### src/rtl/somador_acumulador_pkg.sv
// Shared constants, FSM state encoding and BCD digit type for the adder/accumulator.
package pacote_somador;

    localparam int LARGURA   = 8;
    localparam int N_DIGITOS = 3;

    typedef logic [3:0] digito_t;

    localparam digito_t ADD3_LIMIAR = 4'd5;

    typedef enum logic [1:0] {
        OCIOSO  = 2'd0,
        CARREGA = 2'd1,
        DESLOCA = 2'd2,
        CONCLUI = 2'd3
    } estado_t;

endpackage

### src/rtl/somador_acumulador_bin_bcd_serial.sv
// Serial shift-add-3 converter: unsigned magnitude plus sign to N_DIGITOS BCD digits.
// A start pulse abandons any conversion in flight and reloads from the current inputs.
module bin_bcd_serial #(
    parameter int LARGURA   = 8,
    parameter int N_DIGITOS = 3
) (
    input  logic                     clk,
    input  logic                     rst_n,
    input  logic                     start,
    input  logic [LARGURA-1:0]       mag,
    input  logic                     sinal,
    output logic [4*N_DIGITOS-1:0]   digitos,
    output logic                     negativo,
    output logic                     valido,
    output logic                     ocupado
);
    import pacote_somador::*;

    localparam int CW = $clog2(LARGURA + 1);

    estado_t                  estado_reg, estado_next;
    logic [LARGURA-1:0]       mag_reg, mag_next;
    logic [4*N_DIGITOS-1:0]   bcd_reg, bcd_next, bcd_aj;
    logic [CW-1:0]            cnt_reg, cnt_next;
    logic                     sinal_reg, sinal_next;
    logic [4*N_DIGITOS-1:0]   digitos_reg, digitos_next;
    logic                     negativo_reg, negativo_next;
    logic                     valido_reg, valido_next;

    // Every nibble of 5 or more gets +3 so the following left shift carries into the next digit.
    for (genvar gi = 0; gi < N_DIGITOS; gi++) begin : g_add3
        assign bcd_aj[4*gi +: 4] = (bcd_reg[4*gi +: 4] >= ADD3_LIMIAR)
                                   ? bcd_reg[4*gi +: 4] + 4'd3
                                   : bcd_reg[4*gi +: 4];
    end

    always_ff @(posedge clk or negedge rst_n) begin
        if (!rst_n) begin
            estado_reg   <= OCIOSO;
            mag_reg      <= '0;
            bcd_reg      <= '0;
            cnt_reg      <= '0;
            sinal_reg    <= 1'b0;
            digitos_reg  <= '0;
            negativo_reg <= 1'b0;
            valido_reg   <= 1'b1;
        end else begin
            estado_reg   <= estado_next;
            mag_reg      <= mag_next;
            bcd_reg      <= bcd_next;
            cnt_reg      <= cnt_next;
            sinal_reg    <= sinal_next;
            digitos_reg  <= digitos_next;
            negativo_reg <= negativo_next;
            valido_reg   <= valido_next;
        end
    end

    always_comb begin
        estado_next   = estado_reg;
        mag_next      = mag_reg;
        bcd_next      = bcd_reg;
        cnt_next      = cnt_reg;
        sinal_next    = sinal_reg;
        digitos_next  = digitos_reg;
        negativo_next = negativo_reg;
        valido_next   = valido_reg;

        // A new total always wins: hold everything and (re)enter CARREGA next cycle.
        if (start) begin
            estado_next = CARREGA;
        end else begin
            case (estado_reg)
                OCIOSO: ;
                CARREGA: begin
                    mag_next    = mag;
                    sinal_next  = sinal;
                    bcd_next    = '0;
                    cnt_next    = CW'(LARGURA);
                    valido_next = 1'b0;
                    estado_next = DESLOCA;
                end
                DESLOCA: begin
                    {bcd_next, mag_next} = {bcd_aj, mag_reg} << 1;
                    cnt_next             = cnt_reg - 1'b1;
                    if (cnt_reg == CW'(1))
                        estado_next = CONCLUI;
                end
                CONCLUI: begin
                    digitos_next  = bcd_reg;
                    negativo_next = sinal_reg;
                    valido_next   = 1'b1;
                    estado_next   = OCIOSO;
                end
                default: estado_next = OCIOSO;
            endcase
        end
    end

    assign digitos  = digitos_reg;
    assign negativo = negativo_reg;
    assign valido   = valido_reg;
    assign ocupado  = (estado_reg != OCIOSO);

endmodule

### src/rtl/somador_acumulador.sv
// Signed 8-bit accumulator driven by a debounced add button, with serial BCD readout.
// Define SATURACAO_EN to saturate the add at 0x7F/0x80 instead of wrapping.
module somador_acumulador #(
    parameter int LARGURA   = 8,
    parameter int N_DIGITOS = 3
) (
    input  logic               clk,
    input  logic               rst_n,
    input  logic [LARGURA-1:0] valor,
    input  logic               somar,
    input  logic               limpar,
    output logic [LARGURA-1:0] acc,
    output logic               negativo,
    output logic [3:0]         centena,
    output logic [3:0]         dezena,
    output logic [3:0]         unidade,
    output logic               bcd_valido,
    output logic               ocupado
);
    import pacote_somador::*;

    logic                     somar_s1_reg, somar_s2_reg, somar_ant_reg;
    logic                     pulso_soma;
    logic                     atualiza;
    logic [LARGURA-1:0]       acc_reg, acc_next;
    logic [LARGURA-1:0]       soma_bruta, soma_final;
    logic [LARGURA-1:0]       mag;
    logic [4*N_DIGITOS-1:0]   digitos;

    // somar is asynchronous: two flops against metastability, a third for edge detection.
    always_ff @(posedge clk or negedge rst_n) begin
        if (!rst_n) begin
            somar_s1_reg  <= 1'b0;
            somar_s2_reg  <= 1'b0;
            somar_ant_reg <= 1'b0;
            acc_reg       <= '0;
        end else begin
            somar_s1_reg  <= somar;
            somar_s2_reg  <= somar_s1_reg;
            somar_ant_reg <= somar_s2_reg;
            acc_reg       <= acc_next;
        end
    end

    assign pulso_soma = somar_s2_reg & ~somar_ant_reg;
    assign soma_bruta = acc_reg + valor;

`ifdef SATURACAO_EN
    logic estouro;
    assign estouro    = (acc_reg[LARGURA-1] == valor[LARGURA-1]) &&
                        (soma_bruta[LARGURA-1] != acc_reg[LARGURA-1]);
    assign soma_final = !estouro ? soma_bruta
                      : acc_reg[LARGURA-1] ? {1'b1, {(LARGURA-1){1'b0}}}
                      : {1'b0, {(LARGURA-1){1'b1}}};
`else
    assign soma_final = soma_bruta;
`endif

    always_comb begin
        acc_next = acc_reg;
        if (limpar)
            acc_next = '0;
        else if (pulso_soma)
            acc_next = soma_final;
    end

    assign atualiza = limpar | pulso_soma;

    // Magnitude as unsigned: the most negative value maps to 2^(LARGURA-1).
    assign mag = acc_reg[LARGURA-1] ? (~acc_reg) + {{(LARGURA-1){1'b0}}, 1'b1} : acc_reg;

    bin_bcd_serial #(
        .LARGURA   (LARGURA),
        .N_DIGITOS (N_DIGITOS)
    ) u_bin_bcd (
        .clk      (clk),
        .rst_n    (rst_n),
        .start    (atualiza),
        .mag      (mag),
        .sinal    (acc_reg[LARGURA-1]),
        .digitos  (digitos),
        .negativo (negativo),
        .valido   (bcd_valido),
        .ocupado  (ocupado)
    );

    assign acc     = acc_reg;
    assign centena = digitos[11:8];
    assign dezena  = digitos[7:4];
    assign unidade = digitos[3:0];

endmodule

### config.mk
export PLATFORM = sky130hd
export DESIGN_NAME = somador_acumulador
export DESIGN_NICKNAME = d
export VERILOG_FILES = /design/src/rtl/somador_acumulador_pkg.sv /design/src/rtl/somador_acumulador_bin_bcd_serial.sv /design/src/rtl/somador_acumulador.sv
export SDC_FILE = /design/constraint.sdc
export NUM_CORES = 1
export LEC_CHECK = 0
export BUFFER_PORTS_ARGS = -buffer_cell sky130_fd_sc_hd__buf_2
export CAP_MARGIN = 20
export CORE_MARGIN = 2
export CORE_UTILIZATION = 25
export CTS_BUF_LIST = sky130_fd_sc_hd__clkbuf_4 sky130_fd_sc_hd__clkbuf_8 sky130_fd_sc_hd__clkbuf_16
export DETAILED_ROUTE_END_ITERATION = 8
export GPL_ROUTABILITY_DRIVEN = 0
export GPL_TIMING_DRIVEN = 0
export PLACE_DENSITY = 0.45
export SYNTH_ARGS = -nofsm -noshare
export SYNTH_HDL_FRONTEND = slang
export SYNTH_SLANG_ARGS = --single-unit
### constraint.sdc
create_clock -name clk -period 4.9 [get_ports clk]
set_input_delay 0.98 -clock clk [delete_from_list [all_inputs] [get_ports clk]]
set_output_delay 0.98 -clock clk [all_outputs]
set_load 0.01 [all_outputs]
* Word-level counts from Yosys, hierarchy flattened
Index checks and enable logic that the tools add are counted.
** Storage, ports and cells
- Logic and storage cells :: 54
- Input bits :: 12
- Register bits after elaboration :: 52
** Cells by class
- Add/subtract/negate cells :: 6
- Bitwise logic cells :: 5
- Muxes and demuxes :: 13
- Reduce and logical (&&, ||, !) cells :: 10
- Equal/unequal tests :: 5
- $lt $le $gt $ge :: 3
** Operators with widths (count)
- 8-bit 2-to-1 mux :: 3
- 12-bit case mux with 2 select lines :: 1
- 8-bit case mux with 2 select lines :: 1
- 4-bit by 3-bit greater-or-equal comparator with 1-bit output, second input constant :: 3
- 2-bit AND reduction :: 5
- 4-bit by 2-bit adder with 4-bit output, second input constant :: 2
- 8-bit by 1-bit adder with 8-bit output, second input constant :: 1
- 8-bit adder :: 1
- 4-bit 2-to-1 mux :: 2
- 8-bit inverter :: 1
- 4-bit case mux with 2 select lines :: 1
- 2-bit nonzero test :: 4
- 2-bit case mux with 3 select lines :: 1
- 2-bit == test, second input constant :: 2
- 4-bit by 1-bit == test with 1-bit output, second input constant :: 1
- 2-bit 2-to-1 mux :: 2
- 4-bit nonzero test :: 1
- 4-bit by 1-bit subtractor with 4-bit output, second input constant :: 1
- 3-bit by 2-bit adder with 3-bit output, second input constant :: 1
- 3-bit 2-to-1 mux :: 1
- 3-bit by 2-bit != test with 1-bit output, second input constant :: 1
- 2-bit by 1-bit == test with 1-bit output, second input constant :: 1
- 1-bit inverter :: 2
- 1-bit case mux with 2 select lines :: 1
- 2 further kinds :: 2

* Logic depth before layout (Yosys ltp)
Gate-level depths: netlist (run 1).
- Depth in word-level cells :: 5
- Depth in mapped cells :: 7
- Mapped depth without buffers :: 7

* By module
From an unflattened synthesis (run 1), not the netlist that was laid out.
** Unflattened totals
- Cells, all modules :: 293
- Area, all modules :: 3059.2 um^2
** By module, submodules not included
- bin_bcd_serial :: area an instance 2155.8 um^2, sequential area each 1027.2 um^2, instances 1, cells each 194
- somador_acumulador :: area an instance 903.4 um^2, sequential area each 275.3 um^2, instances 1, cells each 99

* Worst setup path before layout (run 1)
Ideal clock, no wire load.
- Kind :: input to register
- From :: input valor[0]
- To :: register acc_reg[6], in the netlist acc[6]
- Stages :: 7
- Arrival time :: 2.319 ns
- Data required time :: 4.813 ns
- Path buffers :: 0
- Slack :: 2.495 ns
- Path through :: ha_1 > fa_1 > a21o_1 > a21oi_1 > a2bb2oi_1 > nand4_1 > o211ai_1
** On the way
- Word-level cells in the longest chain between the ends :: 3
** RTL lines
- start, declared :: line somador_acumulador.sv:9 : input logic [LARGURA-1:0] valor,
- 8-bit adder :: line somador_acumulador.sv:46 : assign soma_bruta = acc_reg + valor;
- 8-bit 2-to-1 mux :: line somador_acumulador.sv:63 : else if (pulso_soma)
- 8-bit 2-to-1 mux :: line somador_acumulador.sv:61 : if (limpar)
- end signal, assigned :: line somador_acumulador.sv:41 : acc_reg <= acc_next;
- end, declared :: line somador_acumulador.sv:25 : logic [LARGURA-1:0] acc_reg, acc_next;
Every way passes these cells. The select of a mux whose other input is x is not followed.
A chain may end at the register's enable or synchronous reset.

* Final worst setup path (run 1)
Same ends and word-level chain as after synthesis.

==> results of run 1 <==
==> worst max-delay path, cell delays in order <==
cell,delay [ps]
sky130_fd_sc_hd__buf_2,100
sky130_fd_sc_hd__ha_1,230
sky130_fd_sc_hd__fa_1,410
sky130_fd_sc_hd__a21o_1,180
sky130_fd_sc_hd__a21oi_1,210
sky130_fd_sc_hd__a2bb2oi_1,290
sky130_fd_sc_hd__nand4_1,120
sky130_fd_sc_hd__o211ai_1,90
==> final cells by class <==
cell class                 count  share of cell area
timing repair buffer          35              0.0578
sequential                    52               0.396
clock inverter                 3              0.0129
tap                          140              0.0533
buffer                        13              0.0198
clock buffer                   5              0.0209
multi-input combinational    208               0.422
inverter                      15              0.0171
==> cell families (layout without fill, tap and decap cells) <==
family / after synthesis / in the layout / share of synthesized area
buf+inv: 28 / 71 / 0.0431
compound gates: 74 / 74 / 0.167
fa+ha+maj: 21 / 21 / 0.0961
simple gates: 89 / 89 / 0.147
xor+xnor: 11 / 11 / 0.0343
flops: 52 / 52 / 0.463
mux: 13 / 13 / 0.0498
==> stage by stage <==
step / area, um2 / setup slack, ps / cells / hold WS (ps) / utilization
after floorplan: 2810 / 2490 / 288 / 331 / -
after global placement: 3160 / 2210 / 462 / 332 / 0.290
after detailed placement: 3180 / 2200 / 463 / 339 / 0.292
after CTS: 3290 / 2520 / 471 / 362 / 0.302
after global routing: 3290 / 2430 / 471 / 380 / 0.302
final: 3290 / 2510 / 471 / 358 / 0.302
==> power by group <==
group / total [uW] / switching (uW) / leakage (uW) / internal [uW]
clock: 296 / 145 / 0.0000541 / 151
sequential: 542 / 44.2 / 0.000693 / 497
combinational: 282 / 166 / 0.000803 / 117
total: 1120 / 355 / 0.00155 / 765
==> placed cells by master, fill, tap and decap left out, drive strengths merged, types with 2 or more instances in the layout <==
cell    instances
nor3b           2
nand2          45
or3             2
nand3           7
a22o            4
a21o            2
mux2i           5
xnor2           9
o31ai           5
a21oi          24
xor2            2
mux2            8
nor2           17
o22ai           6
buf            44
a211oi          2
ha             20
and3            2
dfrtp          51
nand2b          4
clkbuf          9
nor2b           2
nor3            2
o21ai          23
inv            15
==> per-layer routing <==
layer / track usage / vias to the layer above / wire [um]
met1: 0.141 / 1008 / 2850
met3: 0.0229 / 5 / 272
li1: - / 1082 / -
met2: 0.178 / 43 / 2760
met5: 0 / - / 0
met4: 0.0226 / 0 / 40
==> worst paths after layout <==
kind                              start              endpoint  slack [ps]  cells past startpoint
setup / recovery               valor[0]                acc[6]        2510                      8
hold / removal             somar_s1_reg          somar_s2_reg         360                      0
setup reg to reg                 acc[0]                acc[6]        2770                      7
hold reg to reg            somar_s1_reg          somar_s2_reg         360                      0
max in group asynchronous         rst_n  u_bin_bcd.mag_reg[2]        3740                      2
min in group asynchronous         rst_n  u_bin_bcd.digitos[4]         610                      1
==> results.ini, run 1 <==
[synthesis]
synth_flop_cell=sky130_fd_sc_hd__dfrtp_1
netlist_area_pre_place_mm2=0.00281
number_of_instances_in_the_synthesized_netlist=288
synth_area_leader=sky130_fd_sc_hd__dfrtp_1
synthesis.yosys.warnings=0
yosys.cell_types.count=48
synth_edf_count=0
synth.area.top_cells=sky130_fd_sc_hd__dfrtp_1 45%, sky130_fd_sc_hd__ha_1 8.9%, sky130_fd_sc_hd__nand2_1 6.0%
syn_area_per_cell_um2=9.77
yosysTopAreaCellShare=0.454
yosysMostFrequentCell=sky130_fd_sc_hd__dfrtp_1
synth.net_count=321
synthTopCellsByCount=51 x sky130_fd_sc_hd__dfrtp_1, 45 x sky130_fd_sc_hd__nand2_1, 23 x sky130_fd_sc_hd__a21oi_1
postSynthRegisterBits=52
synth-seq-area-share=0.463
postSynth.asyncResetShare=1.00

[final_layout]
areaGrowthSynthToFinish_pct=16.9
nNetsFinal=363
fillCellCount=1161
antennaDiodeCount=0
share_of_post_route_cells_with_drive_strength_above_1=0.208
footprint_of_the_multi_input_gates_mm2=0.00139
final-seq-area_mm2=0.00130

[clocking]
tritoncts.num_buffers=5
tritoncts_clock_tree=yes
cts_resized=0
post_cts_buffers=0
clkTransAtPathRegs_ps=90
cts-root-buf=sky130_fd_sc_hd__clkbuf_8
clock_latency_ps=300
deepest_level_of_the_cts_h_tree=2
cts_num_sinks=52
ctsHoldBuffers=0
cts.path.max_buffers=2

[outcome]
outcome=finished, final reports clean

[floorplanning]
core_area_mm2=0.0109
initial_utilization=0.258
floorplan.io_pins=35
fp.dieH_um=110
die_x_um=110
floorplan.die_area_mm2=0.0121
std_cell_rows=38

[power]
worst_ir_drop_vdd_mv=0.140
static-leakage-power_uw=0.00155
total_power_uw=1120
power_per_cell_area_mw_per_mm2=341

[place]
dp_hpwl_mm=4.45
portBuffers=34

[sta]
finalMaxSlewViolations=0
grt_setup_unrepaired=no
timing.setup.tns_ps=0
setup_viol=0
slew-limit-headroom=0.651
min_period_over_period=0.487
tightestPinTransition_ps=524
finalWorstPathRequiredPeriod_ps=2390
timing_hold_violations_final=0
max_freq_mhz=419
fin_skew_ps=7.94

[setup_path]
cp_required_ps=5120
timing.critical_path.to_type=register
critPathKind=primary input to register
worstSetupStartpointType=primary input
crit_path_max_fanout=2
arrival_ps=2610

[global_routing]
grt_start_max_net_pins=35
grt_antenna_before_repair=0
grt_util_all_layers=0.107
wire_length_of_the_first_global_routing_pass_mm=10.3
global_route.overflow_total=0
grt_pass1_vias=2106

[route]
drc=0
antenna_left=0
wl_per_cell_um=12.6
detail_route.vias_per_cell=4.54
drt-initial-drc-count=80
vias=2138
drt_pass_1_iters=4
finalWirelength_mm=5.93

[hold_path]
hp-class=register to register

[flow_run]
cap_violations=0

(Power assumes the default switching activity.)
==> inputs of run 2 (changes only) <==
--- a/config.mk
+++ b/config.mk
@@ -5,6 +5,7 @@
 export SDC_FILE = /design/constraint.sdc
 export NUM_CORES = 1
 export LEC_CHECK = 0
+export ABC_AREA = 1
 export BUFFER_PORTS_ARGS = -buffer_cell sky130_fd_sc_hd__buf_2
 export CAP_MARGIN = 20
 export CORE_MARGIN = 2
==> constraint.sdc (replaced) <==
create_clock -name clk -period 2.4 [get_ports clk]
set_input_delay 0.48 -clock clk [delete_from_list [all_inputs] [get_ports clk]]
set_output_delay 0.48 -clock clk [all_outputs]
set_load 0.01 [all_outputs]
==> results.ini, run 2 <==
[setup_path]
critical-path-top-delay-family=simple AND/OR/NAND/NOR gates
cp_slowest_stage_delay_ps=400
worstSetupStartpointType=register
critPathBufInv=3
critical_path_cell_sequence=inv_1 > ha_1 > inv_1 > nor2_4 > nand2_2 > inv_1 > nand2_1 > o211ai_1
crit_top_cell=sky130_fd_sc_hd__inv_1
critPathKind=register to register
timing.reg2reg.setup_slack_ps=710
crit_path_max_fanout=8
timing.critical_path.slowest_stage_cell=sky130_fd_sc_hd__dfrtp_1
cp_required_ps=2610
timing.critical_path.to_type=register
arrival_ps=1900

[floorplanning]
core_area_mm2=0.0115
initial_utilization=0.258
floorplan.die_area_mm2=0.0127
fp.dieH_um=113
die_x_um=113
floorplan.io_pins=35
std_cell_rows=39

[clocking]
clkTransAtPathRegs_ps=70
ctsHoldBuffers=0
cts.path.max_buffers=2
tritoncts.num_buffers=5
post_cts_buffers=0
cts-root-buf=sky130_fd_sc_hd__clkbuf_16
deepest_level_of_the_cts_h_tree=2
cts_resized=0
cts_num_sinks=52
clock_latency_ps=290
tritoncts_clock_tree=yes

[hold_path]
hp-class=primary input to async pin

[final_layout]
final-seq-area_mm2=0.00130
layout.cells.most_common=sky130_fd_sc_hd__nand2_1
footprint_of_the_multi_input_gates_mm2=0.00139
areaGrowthSynthToFinish_pct=18.3
commonest_non_fill_non_tap_cells_in_the_layout=107 x sky130_fd_sc_hd__nand2_1, 52 x sky130_fd_sc_hd__inv_1, 51 x sky130_fd_sc_hd__dfrtp_1
share_of_post_route_cells_with_drive_strength_above_1=0.187
antennaDiodeCount=0
nNetsFinal=434
fillCellCount=1243

[sta]
finalMaxSlewViolations=0
fin_hold_ws_ps=168
finalWorstPathRequiredPeriod_ps=1690
min_period_over_period=0.704
setup_viol=0
timing_hold_violations_final=0
grt_setup_unrepaired=no
slew-limit-headroom=0.638
max_freq_mhz=592
postLayoutSetupSlackWorst_ps=711
fin_skew_ps=7.02
timing.setup.tns_ps=0
tightestPinTransition_ps=544

[route]
detail_route.vias_per_cell=4.36
drt-initial-drc-count=98
vias=2377
finalWirelength_mm=6.38
drc=0
wl_per_cell_um=11.7
antenna_left=0
drt_pass_1_iters=4

[synthesis]
synth_flop_cell=sky130_fd_sc_hd__dfrtp_1
number_of_instances_in_the_synthesized_netlist=359
synth_edf_count=0
synth-seq-area-share=0.440
yosysMostFrequentCell=sky130_fd_sc_hd__nand2_1
yosysTopAreaCellShare=0.431
syn_area_per_cell_um2=8.24
netlist_area_pre_place_mm2=0.00296
synthTopCellsByCount=107 x sky130_fd_sc_hd__nand2_1, 52 x sky130_fd_sc_hd__inv_1, 51 x sky130_fd_sc_hd__dfrtp_1
yosys.cell_types.count=30
postSynthRegisterBits=52
synth_area_leader=sky130_fd_sc_hd__dfrtp_1
synthesis.yosys.warnings=0
synth.net_count=392
postSynth.asyncResetShare=1.00
synth.area.top_cells=sky130_fd_sc_hd__dfrtp_1 43%, sky130_fd_sc_hd__nand2_1 14%, sky130_fd_sc_hd__ha_1 8.5%

[power]
worst_ir_drop_vdd_mv=0.308
netSwitchingPower_uw=865
total_power_uw=2670
combinationalPowerShare=0.269
internal_power_uw=1810
sequential_share_of_power=0.418
static-leakage-power_uw=0.00184
power_per_cell_area_mw_per_mm2=764
power.share.switching=0.323
clock_power_share=0.312

[outcome]
outcome=finished, final reports clean

[place]
dpl_worst_slack_ps=656
portBuffers=34
dp_hpwl_mm=4.81

[global_routing]
wire_length_of_the_first_global_routing_pass_mm=11.1
grt_util_all_layers=0.106
grt_start_max_net_pins=31
grt_antenna_before_repair=0
global_route.overflow_total=0
grt_pass1_vias=2399

[flow_run]
cap_violations=0

run 2: logic make-up (layout without fill, tap and decap cells):
| group | after synthesis | count (layout) | share of synthesized area |
|---|---|---|---|
| AOI/OAI and AO/OA | 57 | 57 | 0.115 |
| xor gates and xnor gates | 6 | 6 | 0.0178 |
| adders and majority gates | 21 | 21 | 0.0914 |
| buffers and inverters | 60 | 103 | 0.0901 |
| DFF | 52 | 52 | 0.440 |
| and+or+nand+nor | 163 | 163 | 0.245 |
run 2: final timing paths:
check,startpoint,to,cells after the start
max in group asynchronous,rst_n,u_bin_bcd.valido,2
min reg2reg,somar_s1_reg,somar_s2_reg,0
max,u_bin_bcd.estado_reg[1],u_bin_bcd.mag_reg[7],8
max reg2reg,u_bin_bcd.estado_reg[1],u_bin_bcd.mag_reg[7],8
min,rst_n,u_bin_bcd.bcd_reg[3],1
min in group clk,somar,somar_s1_reg,1
run 2: stage by stage:
step,utilization,area [um2],std cells
global placement,0.288,3310,536
CTS,0.305,3500,545
finish,0.305,3500,545
floorplan,-,2960,359
global route,0.305,3500,545
detailed placement,0.290,3330,537
run 2: layer usage:
metal  part of all wire  global-route usage  routed length, um
met5                  0                   0                  0
met4             0.0082              0.0228                 52
met3              0.035              0.0198                222
met2               0.46               0.178               2950
met1               0.49               0.144               3150
run 2: cell type report:
type | instances | area share
multi-input combinational | 247 | 0.397
sequential | 52 | 0.372
inverter | 53 | 0.0569
timing repair buffer | 35 | 0.0544
tap | 143 | 0.0511
clock buffer | 6 | 0.0379
buffer | 7 | 0.0193
clock inverter | 2 | 0.0111
run 2: power by group through the flow:
stage | combinational [uW] | sequential [uW] | clock, uW
floorplan | 484 | 1150 | 0
detailed placement | 730 | 1140 | 0
CTS | 735 | 1120 | 864
global placement | 719 | 1130 | 0
finish | 720 | 1120 | 836
global route | 835 | 1140 | 895
==> inputs of run 3 (changes only) <==
==> constraint.sdc (replaced) <==
create_clock -name clk -period 1.7 [get_ports clk]
set_input_delay 0.34 -clock clk [delete_from_list [all_inputs] [get_ports clk]]
set_output_delay 0.34 -clock clk [all_outputs]
set_load 0.01 [all_outputs]
==> results.ini, run 3 (synthesis gave the netlist of run 2 again) <==
[floorplanning]
fp.dieH_um=113
initial_utilization=0.258
std_cell_rows=39
die_x_um=113
core_area_mm2=0.0115
floorplan.die_area_mm2=0.0127
floorplan.io_pins=35

[sta]
setup_viol=0
finalWorstPathRequiredPeriod_ps=1570
slew-limit-headroom=0.638
min_period_over_period=0.922
max_freq_mhz=638
fin_skew_ps=7.23
tightestPinTransition_ps=544
timing_hold_violations_final=0
finalMaxSlewViolations=0
postLayoutSetupSlackWorst_ps=132
grt_setup_unrepaired=no

[global_routing]
grt_antenna_before_repair=0
grt_start_max_net_pins=31
wire_length_of_the_first_global_routing_pass_mm=11.1
grt_pass1_vias=2413
global_route.overflow_total=0
grt_util_all_layers=0.106

[final_layout]
layout.cells.most_common=sky130_fd_sc_hd__nand2_1
post_layout_nonfiller_instances=547
areaGrowthSynthToFinish_pct=19.4
commonest_non_fill_non_tap_cells_in_the_layout=107 x sky130_fd_sc_hd__nand2_1, 52 x sky130_fd_sc_hd__inv_1, 51 x sky130_fd_sc_hd__dfrtp_1
share_of_post_route_cells_with_drive_strength_above_1=0.193
fillCellCount=1245
fin_util=0.308
nNetsFinal=436
layout.cell_area.non_filler_mm2=0.00353
antennaDiodeCount=0

[route]
finalWirelength_mm=6.38
drt_pass_1_iters=4
wl_per_cell_um=11.7
vias=2384
detail_route.vias_per_cell=4.36
antenna_left=0
drc=0
drt-initial-drc-count=77

[setup_path]
timing.critical_path.to_type=register
cp_slowest_stage_delay_ps=420
critical_path_cell_sequence=a21oi_4 > nand2_2 > buf_2 > nand2_1 > o21ai_0
critical-path-top-delay-family=compound AO/OA/AOI/OAI gates
crit_path_max_fanout=10
arrival_ps=1740
cp_required_ps=1870
timing.critical_path.slowest_stage_cell=sky130_fd_sc_hd__dfrtp_1
critPathBufInv=1
critPathKind=register to register
worstSetupStartpointType=register

[clocking]
cts-root-buf=sky130_fd_sc_hd__clkbuf_16
cts.path.max_buffers=2
cts_num_sinks=52
tritoncts_clock_tree=yes
tritoncts.num_buffers=5
deepest_level_of_the_cts_h_tree=2
clkTransAtPathRegs_ps=70
ctsHoldBuffers=0
clock_latency_ps=290

[outcome]
outcome=finished, final reports clean

[place]
dp_hpwl_mm=4.81
placed_cells=537
portBuffers=34
post_place_instance_area_mm2=0.00333
dpl_worst_slack_ps=-12.2

[power]
worst_ir_drop_vdd_mv=0.436
static-leakage-power_uw=0.00185
power_per_cell_area_mw_per_mm2=1080

[hold_path]
hp-class=primary input to async pin

[flow_run]
cap_violations=0

-- run 3: cell count changes in the layout (fill, tap and decap cells not counted), sizes merged --
cell  previous run  this run
buf             42        44
-- run 3: final timing paths --
| check | start | end | slack (ps) | cells past startpoint |
|---|---|---|---|---|
| max reg2reg | somar_s2_reg | u_bin_bcd.digitos[10] | 130 | 5 |
| min reg2reg | somar_s1_reg | somar_s2_reg | 350 | 0 |
| max | somar_s2_reg | u_bin_bcd.digitos[10] | 130 | 5 |
| min | rst_n | u_bin_bcd.bcd_reg[3] | 30 | 1 |
| max in group asynchronous | rst_n | u_bin_bcd.valido | 1050 | 2 |
| min in group clk | somar | somar_s1_reg | 160 | 1 |
-- run 3: layer usage --
| layer | share of wire | track usage | vias up |
|---|---|---|---|
| met5 | 0 | 0 | - |
| met4 | 0.0081 | 0.0228 | 0 |
| met3 | 0.034 | 0.0198 | 4 |
| met2 | 0.46 | 0.179 | 46 |
| met1 | 0.50 | 0.143 | 1107 |
| li1 | - | - | 1227 |
-- run 3: layout make-up --
| type | instances | area [um2] | area share |
|---|---|---|---|
| repair buffers | 37 | 205 | 0.0581 |
| clock inverters | 2 | 38.8 | 0.0110 |
| multi-input cells | 247 | 1410 | 0.398 |
| inverters | 53 | 199 | 0.0563 |
| clock buffers | 6 | 133 | 0.0376 |
| flip-flops and latches | 52 | 1300 | 0.369 |
| plain buffers | 7 | 67.6 | 0.0191 |
| well taps | 143 | 179 | 0.0507 |
-- run 3: timing repair --
| action | 4_1_cts | 5_1_grt |
|---|---|---|
| gates cloned | 0 | 0 |
| setup endpoints to repair | 1 | 6 |
| pin swaps | 1 | 2 |
| gates resized for setup | 0 | 2 |
| buffers inserted | 2 | 0 |
-- run 3: worst register-to-register path, cell delays in order, from the launching register on --
cell and delay [ps]:
sky130_fd_sc_hd__dfrtp_1 420, sky130_fd_sc_hd__a21oi_4 390, sky130_fd_sc_hd__nand2_2 230, sky130_fd_sc_hd__buf_2 260
sky130_fd_sc_hd__nand2_1 90, sky130_fd_sc_hd__o21ai_0 70
-- run 3: per-stage QoR --
stage	setup TNS [ps]	power, uW	hold WS, ps
3_3_place_gp	-11.9	2620	333
6_report	0	3820	28.1
4_1_cts	0	3850	43.0
5_1_grt	0	4100	68.9
2_1_floorplan	0	2310	44.4
3_5_place_dp	-12.2	2640	336
-- run 3: power by group --
| group | internal, uW | switching (uW) |
|---|---|---|
| combinational | 414 | 651 |
| clock | 718 | 462 |
| sequential | 1460 | 120 |
| total | 2590 | 1230 |
